`src/rtl/mips_pkg.sv`:
```
`default_nettype none
// ============================================================================
//  Module      : mips_pkg
//  Description : Shared MEM-stage types: FSM state encoding and the MEM/WB
//                control bubble.
//  Revision    : 1.0 - initial release
// ============================================================================
package mips_pkg;

    typedef enum logic [0:0] {
        ST_IDLE   = 1'b0,
        ST_ACCESS = 1'b1
    } mem_state_t;

    typedef struct packed {
        logic       reg_write;
        logic       memto_reg;
        logic [4:0] wn;
    } wb_ctrl_t;

    localparam wb_ctrl_t BUBBLE = '{reg_write: 1'b0, memto_reg: 1'b0, wn: 5'd0};

endpackage
`default_nettype wire

```
`src/rtl/reg32.sv`:
```
`default_nettype none
// ============================================================================
//  Module      : reg32
//  Description : Enabled data register with synchronous active-high reset.
//  Revision    : 1.0 - initial release
// ============================================================================
module reg32 #(
    parameter int WIDTH = 32
) (
    input  logic             clk,
    input  logic             rst,
    input  logic             en,
    input  logic [WIDTH-1:0] d,
    output logic [WIDTH-1:0] q
);

    always_ff @(posedge clk) begin
        if (rst) begin
            q <= '0;
        end else if (en) begin
            q <= d;
        end
    end

endmodule
`default_nettype wire

```
`src/rtl/mem_stage_ctrl.sv`:
```
`default_nettype none
// ============================================================================
//  Module      : mem_stage_ctrl
//  Description : MEM-stage controller: req/ack data-memory access with timeout,
//                pipeline stall, branch decision and MEM/WB register.
//  Revision    : 1.0 - initial release
// ============================================================================
module mem_stage_ctrl
    import mips_pkg::*;
#(
    parameter int DATA_W  = 32,
    parameter int TIMEOUT = 255
) (
    input  logic              clk,
    input  logic              rst,
    input  logic              MemRead_in,
    input  logic              MemWrite_in,
    input  logic              Branch_in,
    input  logic              zero_in,
    input  logic              RegWrite_in,
    input  logic              MemtoReg_in,
    input  logic [4:0]        wn_in,
    input  logic [DATA_W-1:0] alu_in,
    input  logic [DATA_W-1:0] rd2_in,
    output logic              dmem_req,
    output logic              dmem_we,
    output logic [DATA_W-1:0] dmem_addr,
    output logic [DATA_W-1:0] dmem_wdata,
    input  logic [DATA_W-1:0] dmem_rdata,
    input  logic              dmem_ack,
    output logic              stall,
    output logic              pc_src,
    output logic              wb_RegWrite,
    output logic              wb_MemtoReg,
    output logic [4:0]        wb_wn,
    output logic [DATA_W-1:0] wb_rdata,
    output logic [DATA_W-1:0] wb_alu,
    output logic              mem_err
);

    localparam int CNT_W = $clog2(TIMEOUT + 1);
    localparam logic [CNT_W-1:0] C_CNT_LAST = CNT_W'(TIMEOUT - 1);

    mem_state_t         r_state, w_state_nxt;
    logic [CNT_W-1:0]   r_cnt, w_cnt_nxt;
    wb_ctrl_t           r_wb_ctrl, w_wb_ctrl_nxt;
    logic               r_mem_err, w_mem_err_nxt;
    logic               w_mem_op;
    logic               w_is_load;
    logic               w_data_en;
    logic [DATA_W-1:0]  w_rdata_d;
    wb_ctrl_t           w_in_ctrl;

    assign w_mem_op  = MemRead_in | MemWrite_in;
    // A simultaneous read+write is treated as a store, so no load data is kept.
    assign w_is_load = MemRead_in & ~MemWrite_in;
    assign w_in_ctrl = '{reg_write: RegWrite_in, memto_reg: MemtoReg_in, wn: wn_in};

    always_ff @(posedge clk) begin
        if (rst) begin
            r_state   <= ST_IDLE;
            r_cnt     <= '0;
            r_wb_ctrl <= BUBBLE;
            r_mem_err <= 1'b0;
        end else begin
            r_state   <= w_state_nxt;
            r_cnt     <= w_cnt_nxt;
            r_wb_ctrl <= w_wb_ctrl_nxt;
            r_mem_err <= w_mem_err_nxt;
        end
    end

    always_comb begin
        w_state_nxt   = r_state;
        w_cnt_nxt     = r_cnt;
        w_wb_ctrl_nxt = BUBBLE;
        w_mem_err_nxt = r_mem_err;
        w_data_en     = 1'b0;
        w_rdata_d     = '0;
        stall         = 1'b0;
        dmem_req      = 1'b0;
        case (r_state)
            ST_IDLE: begin
                if (w_mem_op) begin
                    stall       = 1'b1;
                    w_cnt_nxt   = '0;
                    w_state_nxt = ST_ACCESS;
                end else begin
                    w_wb_ctrl_nxt = w_in_ctrl;
                    w_data_en     = 1'b1;
                end
            end
            ST_ACCESS: begin
                dmem_req = 1'b1;
                if (dmem_ack) begin
                    w_wb_ctrl_nxt = w_in_ctrl;
                    w_data_en     = 1'b1;
                    w_rdata_d     = w_is_load ? dmem_rdata : '0;
                    w_state_nxt   = ST_IDLE;
                end else if (r_cnt == C_CNT_LAST) begin
                    // Abort: release the pipeline and let MEM/WB take a bubble.
                    w_mem_err_nxt = 1'b1;
                    w_state_nxt   = ST_IDLE;
                end else begin
                    stall     = 1'b1;
                    w_cnt_nxt = r_cnt + CNT_W'(1);
                end
            end
            default: w_state_nxt = ST_IDLE;
        endcase
    end

    assign dmem_we    = dmem_req & MemWrite_in;
    assign dmem_addr  = dmem_req ? alu_in : '0;
    assign dmem_wdata = dmem_we ? rd2_in : '0;
    assign pc_src     = Branch_in & zero_in & ~stall;

    assign wb_RegWrite = r_wb_ctrl.reg_write;
    assign wb_MemtoReg = r_wb_ctrl.memto_reg;
    assign wb_wn       = r_wb_ctrl.wn;
    assign mem_err     = r_mem_err;

    reg32 #(.WIDTH(DATA_W)) u_wb_rdata (
        .clk (clk),
        .rst (rst),
        .en  (w_data_en),
        .d   (w_rdata_d),
        .q   (wb_rdata)
    );

    reg32 #(.WIDTH(DATA_W)) u_wb_alu (
        .clk (clk),
        .rst (rst),
        .en  (w_data_en),
        .d   (alu_in),
        .q   (wb_alu)
    );

endmodule
`default_nettype wire

```
`config.mk`:
```
export PLATFORM = sky130hd
export DESIGN_NAME = mem_stage_ctrl
export DESIGN_NICKNAME = d
export VERILOG_FILES = /design/src/rtl/mips_pkg.sv /design/src/rtl/reg32.sv /design/src/rtl/mem_stage_ctrl.sv
export SDC_FILE = /design/constraint.sdc
export NUM_CORES = 1
export LEC_CHECK = 0
export ABC_AREA = 1
export BUFFER_PORTS_ARGS = -buffer_cell sky130_fd_sc_hd__buf_2
export CAP_MARGIN = 20
export CORE_MARGIN = 8
export CORE_UTILIZATION = 31
export CTS_CLUSTER_SIZE = 30
export DETAILED_ROUTE_END_ITERATION = 7
export GPL_TIMING_DRIVEN = 0
export SLEW_MARGIN = 20
export SYNTH_ARGS = -nofsm -noshare
export SYNTH_HDL_FRONTEND = slang
export SYNTH_SLANG_ARGS = --single-unit
```
`constraint.sdc`:
```
create_clock -name clk -period 2.47 [get_ports clk]
set_input_delay 0.247 -clock clk [delete_from_list [all_inputs] [get_ports clk]]
set_output_delay 0.247 -clock clk [all_outputs]
set_load 0.01 [all_outputs]
```
Word level (Yosys, flattened, before mapping)
Index checks and enable logic that the tools add are counted.

storage, ports and cells
  bits in registers = 81

cells by class
  add/sub/neg operators = 1
  equal/unequal tests = 4
  mux-type cells = 20
  bitwise operators = 9
  reduce and logical (&&, ||, !) cells = 2

operator list
  kind                                          number
  two-way mux 32 bit                            5
  two-way mux 8 bit                             3
  one-hot mux 8 bit (2 select lines)            1
  two-way mux 7 bit                             2
  one-hot mux 7 bit (2 select lines)            1
  adder 8 x 1 -> 8 bit (second input constant)  1
  equality test 8 bit (second input constant)   1
  two-way mux 1 bit                             6
  != test 2 bit (second input constant)         3
  AND reduction 3 bit                           2
  bitwise AND 1 bit                             4
  inverter 1 bit                                4
  one-hot mux 1 bit (2 select lines)            2
  bitwise OR 1 bit                              1

Logic depth before layout (Yosys ltp)
Gate-level depths: netlist (run 1).

  word-level depth = 6
  gate-level depth with buffers = 10
  gate-level depth less buffers = 10

By module
Synthesis (run 1) repeated with hierarchy kept, for this count alone.

unflattened totals
  cells, all modules = 738
  area total of the unflattened synthesis = 4,307.9 um^2

modules (own cells, without submodules)
  module          times used  cells each  area an instance (um^2)  seq. area each (um^2)
  reg32           2           203         1,338.8                  640.6
  mem_stage_ctrl  1           332         1,630.3                  340.3

Worst setup path before layout (run 1)
OpenSTA, ideal clock, no wires.

  path type = reg-to-output
  start point = register r_cnt[0]
  end point = output port pc_src
  data arrival time = 1.211 ns
  slack = 1.012 ns
  stages on the path, launching flop included = 9
  path buffers = 0
  cell sequence = dfxtp_1 > inv_1 > ha_1 > nand2_1 > nor2_1 > nand2_2 > nand2_1 > nand2_1 > nor2_1

between the ends
  word-level cells in the longest chain between the ends = 6

ends and longest elaborated chain
  what                                line                   RTL
  from (decl)                         mem_stage_ctrl.sv:45   logic [CNT_W-1:0] r_cnt, w_cnt_nxt;
  from (signal assigned)              mem_stage_ctrl.sv:67   r_cnt <= w_cnt_nxt;
  equality test 8 bit                 mem_stage_ctrl.sv:100  end else if (r_cnt == C_CNT_LAST) begin
  two-way mux 1 bit                   mem_stage_ctrl.sv:100
  two-way mux 1 bit                   mem_stage_ctrl.sv:95   if (dmem_ack) begin
  one-hot mux 1 bit (2 select lines)  mem_stage_ctrl.sv:82   case (r_state)
  net stall                           mem_stage_ctrl.sv:31   output logic stall,
  inverter 1 bit                      mem_stage_ctrl.sv:116  assign pc_src = Branch_in & zero_in & ~stall;
  bitwise AND 1 bit                   mem_stage_ctrl.sv:116
  to (decl)                           mem_stage_ctrl.sv:32   output logic pc_src,

The timed path passes the listed nets, and every way through them passes these cells.

Worst setup path after layout (run 1)
  start point = register r_state
  end point = output port pc_src

between the ends
  word-level cells in the longest chain between the ends = 4

ends and longest elaborated chain
  what                                    line                   RTL
  from (decl)                             mem_stage_ctrl.sv:44   mem_state_t r_state, w_state_nxt;
  from (signal assigned)                  mem_stage_ctrl.sv:66   r_state <= w_state_nxt;
  inverter 1 bit                          --
  one-hot mux 1 bit (2 select lines) (*)  mem_stage_ctrl.sv:82
  inverter 1 bit (*)                      mem_stage_ctrl.sv:116
  bitwise AND 1 bit (*)                   mem_stage_ctrl.sv:116

Every way passes the cells marked *; elsewhere a longest branch is shown, timed or not.

==> results of run 1 <==
-- critical path, cell delays in order, from the launching register on --
cell and delay [ns]:
dfxtp_1 0.35, buf_4 0.21, inv_2 0.08, nor2_1 0.30
nand2_1 0.13, nand2_1 0.22, nor2_1 0.06, buf_2 0.14
-- metal layers --
layer,routed length [µm],GRT usage
met5,0,0
met2,6030,0.272
met1,5170,0.177
met3,1640,0.0731
met4,95,0.0384
-- sequential cells by signal, indices dropped and copies added (netlist names) --
signal and cells:
wb_MemtoReg 1, u_wb_alu.q 32, r_state 1, r_cnt 8
wb_wn 5, wb_RegWrite 1, mem_err 1, u_wb_rdata.q 32
-- cells in the mapped netlist --
cell type	instances
buf_4	7
nor2_1	113
a21oi_1	39
nand2_2	1
buf_2	3
clkbuf_1	25
xor2_1	1
nor3_1	3
o21ai_0	24
o21a_1	1
clkinv_1	1
o21ai_1	13
dfxtp_1	81
nand4_1	33
inv_1	72
nand2_1	93
nor2_2	1
o21bai_1	1
ha_1	2
a21oi_2	1
inv_2	2
nand3_1	7
nand3b_1	3
buf_6	1
-- area by class of cell --
cell class	instances	area, µm²
inverter	75	282
timing repair buffer	247	1240
sequential	81	1620
clock inverter	4	28.8
tap	143	179
clock buffer	12	246
buffer	36	173
fill	1217	6050
multi-input combinational	336	1500
-- logic make-up (layout without fill, tap and decap cells) --
logic type	count (synthesis)	count (layout)	share of synthesized area
compound gates	79	79	0.113
xor+xnor	1	1	0.00245
fa+ha+maj	2	2	0.00699
buf+inv	111	374	0.127
flops	81	81	0.453
simple gates	254	254	0.298
-- where the power goes --
group          switching (mW)  internal (mW)
registers              0.0329           1.37
logic                   0.357          0.236
clock network           0.519          0.709
-- worst paths after layout --
path              cells past startpoint        startpoint  slack [ns]          endpoint
setup reg to reg                      7           r_state        0.82          r_cnt[3]
setup / recovery                      7           r_state        0.41            pc_src
hold reg to reg                       2  u_wb_rdata.q[11]        0.46  u_wb_rdata.q[11]
hold / removal                        3          wn_in[2]        0.14          wb_wn[2]
-- metrics by stage --
| step | total power [mW] | hold WS [ns] | instance area [µm²] |
|---|---|---|---|
| final | 3.23 | 0.143 | 5270 |
| after floorplan | 1.74 | 0.375 | 3580 |
| after CTS | 3.27 | 0.132 | 5270 |
| after global placement | 2.02 | 0.445 | 4990 |
| after global routing | 3.40 | 0.133 | 5270 |
| after detailed placement | 2.04 | 0.453 | 4990 |
-- placed cells by master, fill, tap and decap left out --
cell / n
clkinv_1: 1
inv_2: 2
nand2_2: 1
a21oi_1: 39
ha_1: 2
clkinvlp_4: 2
clkbuf_8: 1
buf_6: 1
nand3b_1: 3
clkbuf_16: 9
clkbuf_1: 27
nor3_1: 3
nor2_1: 113
nand3_1: 7
o21ai_0: 24
buf_2: 250
a21oi_2: 1
clkinv_2: 1
dfxtp_1: 81
o21a_1: 1
o21ai_1: 13
nand4_1: 33
nand2_1: 93
nor2_2: 1
xor2_1: 1
buf_4: 7
inv_1: 72
clkinv_4: 1
o21bai_1: 1
==> results.py, run 1 <==
metrics = {
    "sta": {
        "slew_viol_final": 0,
        "slew_headroom": 0.650,
        "setup_viol": 0,
        "rsz0062_at_grt": "false",
        "fin_worst_skew_ns": 0.00533,
        "max_freq_mhz": 485,
        "tightest_slew_ns": 0.525,
        "min_period_over_period": 0.835,
        "postLayoutSetupSlackWorst_ns": 0.408,
        "min_period_ns": 2.06,
        "fin_tns_setup_ns": 0,
        "hold_viol": 0,
    },
    "route": {
        "drc_errors": 0,
        "routed_wl_mm": 12.9,
        "postRouteAntennaNets": 0,
        "wl_per_cell_um": 13.8,
        "vias_per_cell": 4.51,
        "initialDrtViolationCount": 189,
        "firstDrtPassIters": 4,
        "vias": 4216,
    },
    "floorplanning": {
        "die_w_um": 123,
        "core-area_um2": 11300,
        "dieArea_um2": 15200,
        "num_rows": 39,
        "die_h_um": 123,
        "start_util": 0.316,
        "io_pins": 250,
    },
    "clocking": {
        "cts.clk_slew.worst_paths_ns": 0.06,
        "cts.sinks": 81,
        "htreeDepth": 3,
        "clock_latency_ns": 0.33,
        "cts_tree": "yes",
        "cts_buffers": 9,
        "cts_setup_buffers": 0,
        "cts.hold.buffers_added": 0,
        "cts_root_buf": "clkbuf_16",
        "cts_resized": 0,
        "clock_path_buffers": 2,
    },
    "synth": {
        "yosysTopAreaCellShare": 0.453,
        "synth-seq-cells": 81,
        "synth.area.top_cells": "dfxtp_1 45%, nor2_1 12%, nand2_1 9.8%",
        "synth_top_cell_by_area": "dfxtp_1",
        "syn_nets": 640,
        "yosysUniqueCellTypes": 24,
        "synth_cells": 528,
        "yosys_warnings": 0,
        "syn_area_um2": 3580,
        "ys_seq_area_frac": 0.453,
        "syn_avg_cell_area_um2": 6.78,
    },
    "critical_path": {
        "critical_path_class": "reg -> out",
        "cp_data_required_time_ns": 2.22,
        "crit_fanout": 10,
        "arrival_ns": 1.82,
        "crit_path_end_kind": "output port",
        "critPathLaunchType": "flip-flop",
    },
    "finish": {
        "fin_nets": 898,
        "drive_gt1_frac": 0.350,
        "fin_util": 0.465,
        "diodes": 0,
        "syn_to_final_growth_pct": 47.2,
        "final_cells": 934,
    },
    "grt": {
        "antenna_found_initial": 0,
        "grt_pass1_wl_mm": 19.5,
        "grt_max_degree": 14,
        "grt_pass1_vias": 4036,
        "grt_overflow": 0,
        "track_usage": 0.159,
    },
    "placement": {
        "dp_cells": 918,
        "dp_hpwl_mm": 10.5,
        "portBuffers": 247,
        "place_congestion": 0.796,
        "pre_cts_slack_ns": 0.749,
    },
    "worst_hold_path": {
        "min_path_type": "in -> reg",
    },
    "power_and_ir_drop": {
        "cellPowerDensity_nw_per_um2": 612,
        "ir_drop_mv": 0.307,
        "p_leak_nw": 2.98,
    },
    "job": {
        "cap_violations": 0,
    },
    "run_status": {
        "status": "finished, final reports clean",
    },
}
Note: power is estimated with default switching activity, not from simulation.
==> inputs of run 2 (changes only) <==
Settings changed: ABC_AREA 1 to 0.
Clock period 2.47 ns to 2 ns, I/O delays scaled along.
==> run 2 against run 1 <==
Against the previous run: largest power group unchanged; flip-flop and latch count is the same; sequential share of layout area grew 1.5 points; clock skew grew 0.0027 ns; register-to-register slack lost 0.44 ns; synthesized area shrank 4.7%; clock power shrank 11%.
==> results.py, run 2 <==
metrics = {
    "run_status": {
        "status": "finished, final reports clean",
    },
    "synth": {
        "syn_avg_cell_area_um2": 8.51,
        "synthArstFlopShare": 0,
        "yosysTopAreaCellShare": 0.475,
        "syn_nets": 513,
        "yosys_warnings": 0,
        "synth.most_common_cell": "dfxtp_1",
        "synth_edf_count": 0,
        "syn_area_um2": 3410,
        "synth.area.top_cells": "dfxtp_1 48%, nand2_1 7.5%, and3_1 7.3%",
        "ys_seq_area_frac": 0.475,
        "synthTopCellsByCount": "81 x dfxtp_1, 68 x nand2_1, 40 x and3_1",
        "yosysUniqueCellTypes": 39,
        "synth_ff_type": "dfxtp_1",
        "synth-seq-cells": 81,
        "synth_top_cell_by_area": "dfxtp_1",
        "synth_cells": 401,
    },
    "power_and_ir_drop": {
        "power_frac_comb": 0.187,
        "p_leak_nw": 2.69,
        "pwr-share-seq": 0.495,
        "p_clk_frac": 0.318,
        "p_switching_mw": 1.02,
        "swShare": 0.297,
        "p_int_mw": 2.41,
        "ir_drop_mv": 0.318,
        "cellPowerDensity_nw_per_um2": 682,
        "finalPower_mw": 3.43,
    },
    "finish": {
        "fill_cells": 1100,
        "syn_to_final_growth_pct": 47.5,
        "fin_nets": 772,
        "layout_commonest_cell": "buf_2",
        "diodes": 0,
        "final_cells": 805,
        "reg_top3": "u_wb_alu.q: 32 flops, u_wb_rdata.q: 32 flops, r_cnt: 8 flops",
        "drive_gt1_frac": 0.454,
        "fin_area_um2": 5030,
        "fin_util": 0.466,
        "final_cell_mix": "256 x buf_2, 77 x dfxtp_1, 68 x nand2_1",
    },
    "sta": {
        "hold_viol": 0,
        "postLayoutSetupSlackWorst_ns": 0.115,
        "slew_viol_final": 0,
        "min_period_ns": 1.89,
        "rsz0062_at_grt": "false",
        "worst_hold_slack_ns": 0.0634,
        "tightest_slew_ns": 0.465,
        "fin_worst_skew_ns": 0.00800,
        "min_period_over_period": 0.943,
        "max_freq_mhz": 530,
        "fin_tns_setup_ns": 0,
        "setup_viol": 0,
        "slew_headroom": 0.690,
    },
    "critical_path": {
        "critPathLaunchType": "flip-flop",
        "critical_path_class": "reg -> out",
        "cp_data_required_time_ns": 1.80,
        "arrival_ns": 1.69,
        "crit_fanout": 5,
        "crit_path_end_kind": "output port",
        "ff2ff_setup_slack_ns": 0.38,
    },
    "placement": {
        "placed_cell_area_um2": 4820,
        "portBuffers": 247,
        "dp_hpwl_mm": 10.1,
        "pre_cts_slack_ns": 0.274,
        "dp_cells": 788,
        "place_congestion": 0.907,
    },
    "grt": {
        "track_usage": 0.162,
        "grt_pass1_vias": 3868,
        "grt_max_degree": 20,
        "grt_overflow": 0,
        "grt_pass1_wl_mm": 19.1,
        "antenna_found_initial": 1,
    },
    "job": {
        "cap_violations": 0,
    },
    "clocking": {
        "cts_buffers": 9,
        "cts_tree": "yes",
        "cts.sinks": 81,
        "clock_latency_ns": 0.35,
        "clock_path_buffers": 2,
        "htreeDepth": 3,
        "cts.clk_slew.worst_paths_ns": 0.09,
        "cts_root_buf": "clkbuf_8",
        "cts.hold.buffers_added": 0,
    },
    "floorplanning": {
        "start_util": 0.316,
        "dieArea_um2": 14600,
        "die_h_um": 121,
        "die_w_um": 121,
        "num_rows": 38,
        "io_pins": 250,
        "core-area_um2": 10800,
    },
    "route": {
        "drc_errors": 0,
        "wl_per_cell_um": 15.5,
        "firstDrtPassIters": 4,
        "vias_per_cell": 4.72,
        "initialDrtViolationCount": 111,
        "postRouteAntennaNets": 0,
        "vias": 3797,
        "routed_wl_mm": 12.5,
    },
    "worst_hold_path": {
        "min_path_type": "in -> reg",
    },
}
[run 2: cell types whose count changed after synthesis, sizes merged, moves of 25 or more]
cell / before / now
a22oi: 0 / 32
and2: 0 / 33
and3: 0 / 41
inv: 74 / 4
nand2: 94 / 69
nand4: 33 / 1
nor2: 114 / 36
o21ai: 37 / 3
[run 2: power groups by stage]
stage	sequential, mW	clock, mW	combinational (mW)
CTS	1.70	1.14	0.655
finish	1.70	1.09	0.642
global placement	1.73	0	0.643
detailed placement	1.74	0	0.652
global route	1.71	1.23	0.714
floorplan	1.77	0	0.299
[run 2: path summary, 6_finish.rpt]
path                                      from             end  cells after the start
worst max-delay path                  r_cnt[0]          pc_src                      7
worst min-delay path               RegWrite_in     wb_RegWrite                      2
worst max register to register         r_state  u_wb_alu.q[31]                      5
worst min register to register  u_wb_alu.q[14]  u_wb_alu.q[14]                      2
[run 2: layout make-up]
cell class	instances	area, µm²	area share
plain buffers	34	184	0.0365
clock buffers	9	124	0.0246
clock inverters	7	53.8	0.0107
inverters	4	15.0	0.00298
multi-input cells	281	1600	0.318
flip-flops and latches	81	1630	0.323
well taps	140	175	0.0348
repair buffers	249	1250	0.249
[run 2: kinds of logic after synthesis]
family	Yosys count	share of synthesized area
buffers and inverters	39	0.0587
AOI/OAI and AO/OA	87	0.172
adders and majority gates	2	0.00734
and+or+nand+nor	192	0.287
DFF	81	0.475
[run 2: timing repair]
item                                    CTS  global route
gates cloned                              0             0
buffers inserted                          2             0
endpoints found under the setup margin    3            21
pin swaps                                 1             1
resized for setup                         1             9
[run 2: routing by layer]
| metal | GRT usage | share of wire | vias up |
|---|---|---|---|
| li1 | - | - | 1884 |
| met1 | 0.162 | 0.36 | 1738 |
| met2 | 0.286 | 0.50 | 158 |
| met3 | 0.0791 | 0.12 | 15 |
| met4 | 0.0546 | 0.016 | 2 |
| met5 | 0 | 0.00096 | - |
[run 2: critical path: stages (launching register included)]
cell and delay (ns):
dfxtp_2 0.34, inv_1 0.08, ha_1 0.16, nand3_2 0.13, nor3_4 0.16, nand2b_4 0.18
and3_2 0.17, buf_2 0.12
==> inputs of run 3 (changes only) <==
Settings changed: MAX_ROUTING_LAYER set to met4.
==> run 3 against run 2 <==
Against the previous run: utilization barely moved; largest cell class unchanged; hold slack got worse by 0.0026 ns; critical path depth did not move; cell area is essentially flat; clock-buffer cell count stayed put.
==> results.py, run 3 (synthesis gave the netlist of run 2 again) <==
metrics = {
    "floorplanning": {
        "die_h_um": 121,
        "num_rows": 38,
        "start_util": 0.316,
        "io_pins": 250,
        "dieArea_um2": 14600,
        "die_w_um": 121,
        "core-area_um2": 10800,
    },
    "finish": {
        "layout_commonest_cell": "buf_2",
        "syn_to_final_growth_pct": 47.6,
        "drive_gt1_frac": 0.454,
        "fill_cells": 1099,
        "reg_top3": "u_wb_alu.q: 32 flops, u_wb_rdata.q: 32 flops, r_cnt: 8 flops",
        "final_cell_mix": "256 x buf_2, 77 x dfxtp_1, 68 x nand2_1",
        "fin_util": 0.466,
        "fin_nets": 772,
    },
    "sta": {
        "fin_worst_skew_ns": 0.00823,
        "slew_headroom": 0.691,
        "rsz0062_at_grt": "false",
        "worst_hold_slack_ns": 0.0608,
        "min_period_ns": 1.89,
        "tightest_slew_ns": 0.464,
        "slew_viol_final": 0,
        "postLayoutSetupSlackWorst_ns": 0.113,
        "max_freq_mhz": 530,
        "setup_viol": 0,
        "fin_tns_setup_ns": 0,
        "min_period_over_period": 0.944,
        "hold_viol": 0,
    },
    "placement": {
        "place_congestion": 0.922,
        "pre_cts_slack_ns": 0.274,
        "dp_hpwl_mm": 10.1,
        "portBuffers": 247,
    },
    "clocking": {
        "htreeDepth": 3,
        "clock_path_buffers": 2,
        "cts.hold.buffers_added": 0,
        "clock_latency_ns": 0.35,
        "cts.clk_slew.worst_paths_ns": 0.09,
        "cts_buffers": 9,
        "cts.sinks": 81,
        "cts_tree": "yes",
        "cts_root_buf": "clkbuf_8",
    },
    "critical_path": {
        "worst-path-buf-inv": 2,
        "crit_path_top_delay_cell": "dfxtp_2",
        "cp_data_required_time_ns": 1.80,
        "critical_path_class": "reg -> out",
        "slowest_delay_ns": 0.34,
        "crit_family": "simple AND/OR/NAND/NOR gates",
        "crit_chain": "inv_1 > ha_1 > nand3_2 > nor3_4 > nand2b_4 > and3_2 > buf_2",
        "crit_fanout": 5,
        "arrival_ns": 1.69,
        "crit_path_end_kind": "output port",
        "critPathLaunchType": "flip-flop",
    },
    "power_and_ir_drop": {
        "ir_drop_mv": 0.318,
        "cellPowerDensity_nw_per_um2": 683,
        "p_leak_nw": 2.69,
    },
    "grt": {
        "grt_pass1_wl_mm": 19.0,
        "antenna_found_initial": 1,
        "track_usage": 0.167,
        "grt_max_degree": 20,
        "grt_pass1_vias": 3884,
        "grt_overflow": 0,
    },
    "route": {
        "firstDrtPassIters": 4,
        "initialDrtViolationCount": 104,
        "vias": 3810,
        "drc_errors": 0,
        "routed_wl_mm": 12.5,
        "postRouteAntennaNets": 0,
        "vias_per_cell": 4.73,
        "wl_per_cell_um": 15.5,
    },
    "job": {
        "cap_violations": 0,
    },
    "worst_hold_path": {
        "min_path_type": "in -> reg",
    },
    "run_status": {
        "status": "finished, final reports clean",
    },
}
==> run 3: cell count changes in the layout (fill, tap and decap cells not counted), sizes merged <==
cell,delta
diode,+1
==> run 3: report_power, final <==
| part | switching [mW] | internal, mW | leakage (nW) |
|---|---|---|---|
| Combinational | 0.365 | 0.278 | 1.94 |
| Clock | 0.633 | 0.461 | 0.0875 |
| Sequential | 0.0284 | 1.67 | 0.661 |
| Total | 1.03 | 2.41 | 2.69 |
==> run 3: cell type report <==
cell class	instances	area [µm²]	share of cell area
Clock buffer	9	124	0.0246
Inverter	4	15.0	0.00298
Antenna cell	1	2.50	0.000497
Clock inverter	7	53.8	0.0107
Buffer	34	184	0.0365
Sequential cell	81	1630	0.323
Timing Repair Buffer	249	1250	0.249
Tap cell	140	175	0.0348
Multi-Input combinational cell	281	1600	0.318
==> run 3: path summary, 6_finish.rpt <==
path / cells after the start / startpoint / end / slack, ns
setup reg to reg: 5 / r_state / u_wb_alu.q[31] / 0.38
hold reg to reg: 2 / u_wb_alu.q[14] / u_wb_alu.q[14] / 0.45
setup / recovery: 7 / r_cnt[0] / pc_src / 0.11
hold / removal: 2 / RegWrite_in / wb_RegWrite / 0.06
==> run 3: timing repair <==
item                                    4_1_cts  5_1_grt
pin swaps                                     1        1
cloned                                        0        0
endpoints found under the setup margin        3       21
resized for setup                             1        9
setup buffers                                 2        0
==> run 3: through the flow <==
step / instance area [µm²] / std cells / power, mW
floorplan: 3410 / 401 / 2.06
global placement: 4820 / 788 / 2.38
detailed placement: 4820 / 788 / 2.39
CTS: 5020 / 805 / 3.50
global route: 5030 / 806 / 3.65
finish: 5030 / 806 / 3.44
==> run 3: routing by layer <==
layer	GRT usage	wire length [µm]
met1	0.175	4870
met2	0.286	6240
met4	0.0523	196
met5	-	0
met3	0.0596	1160
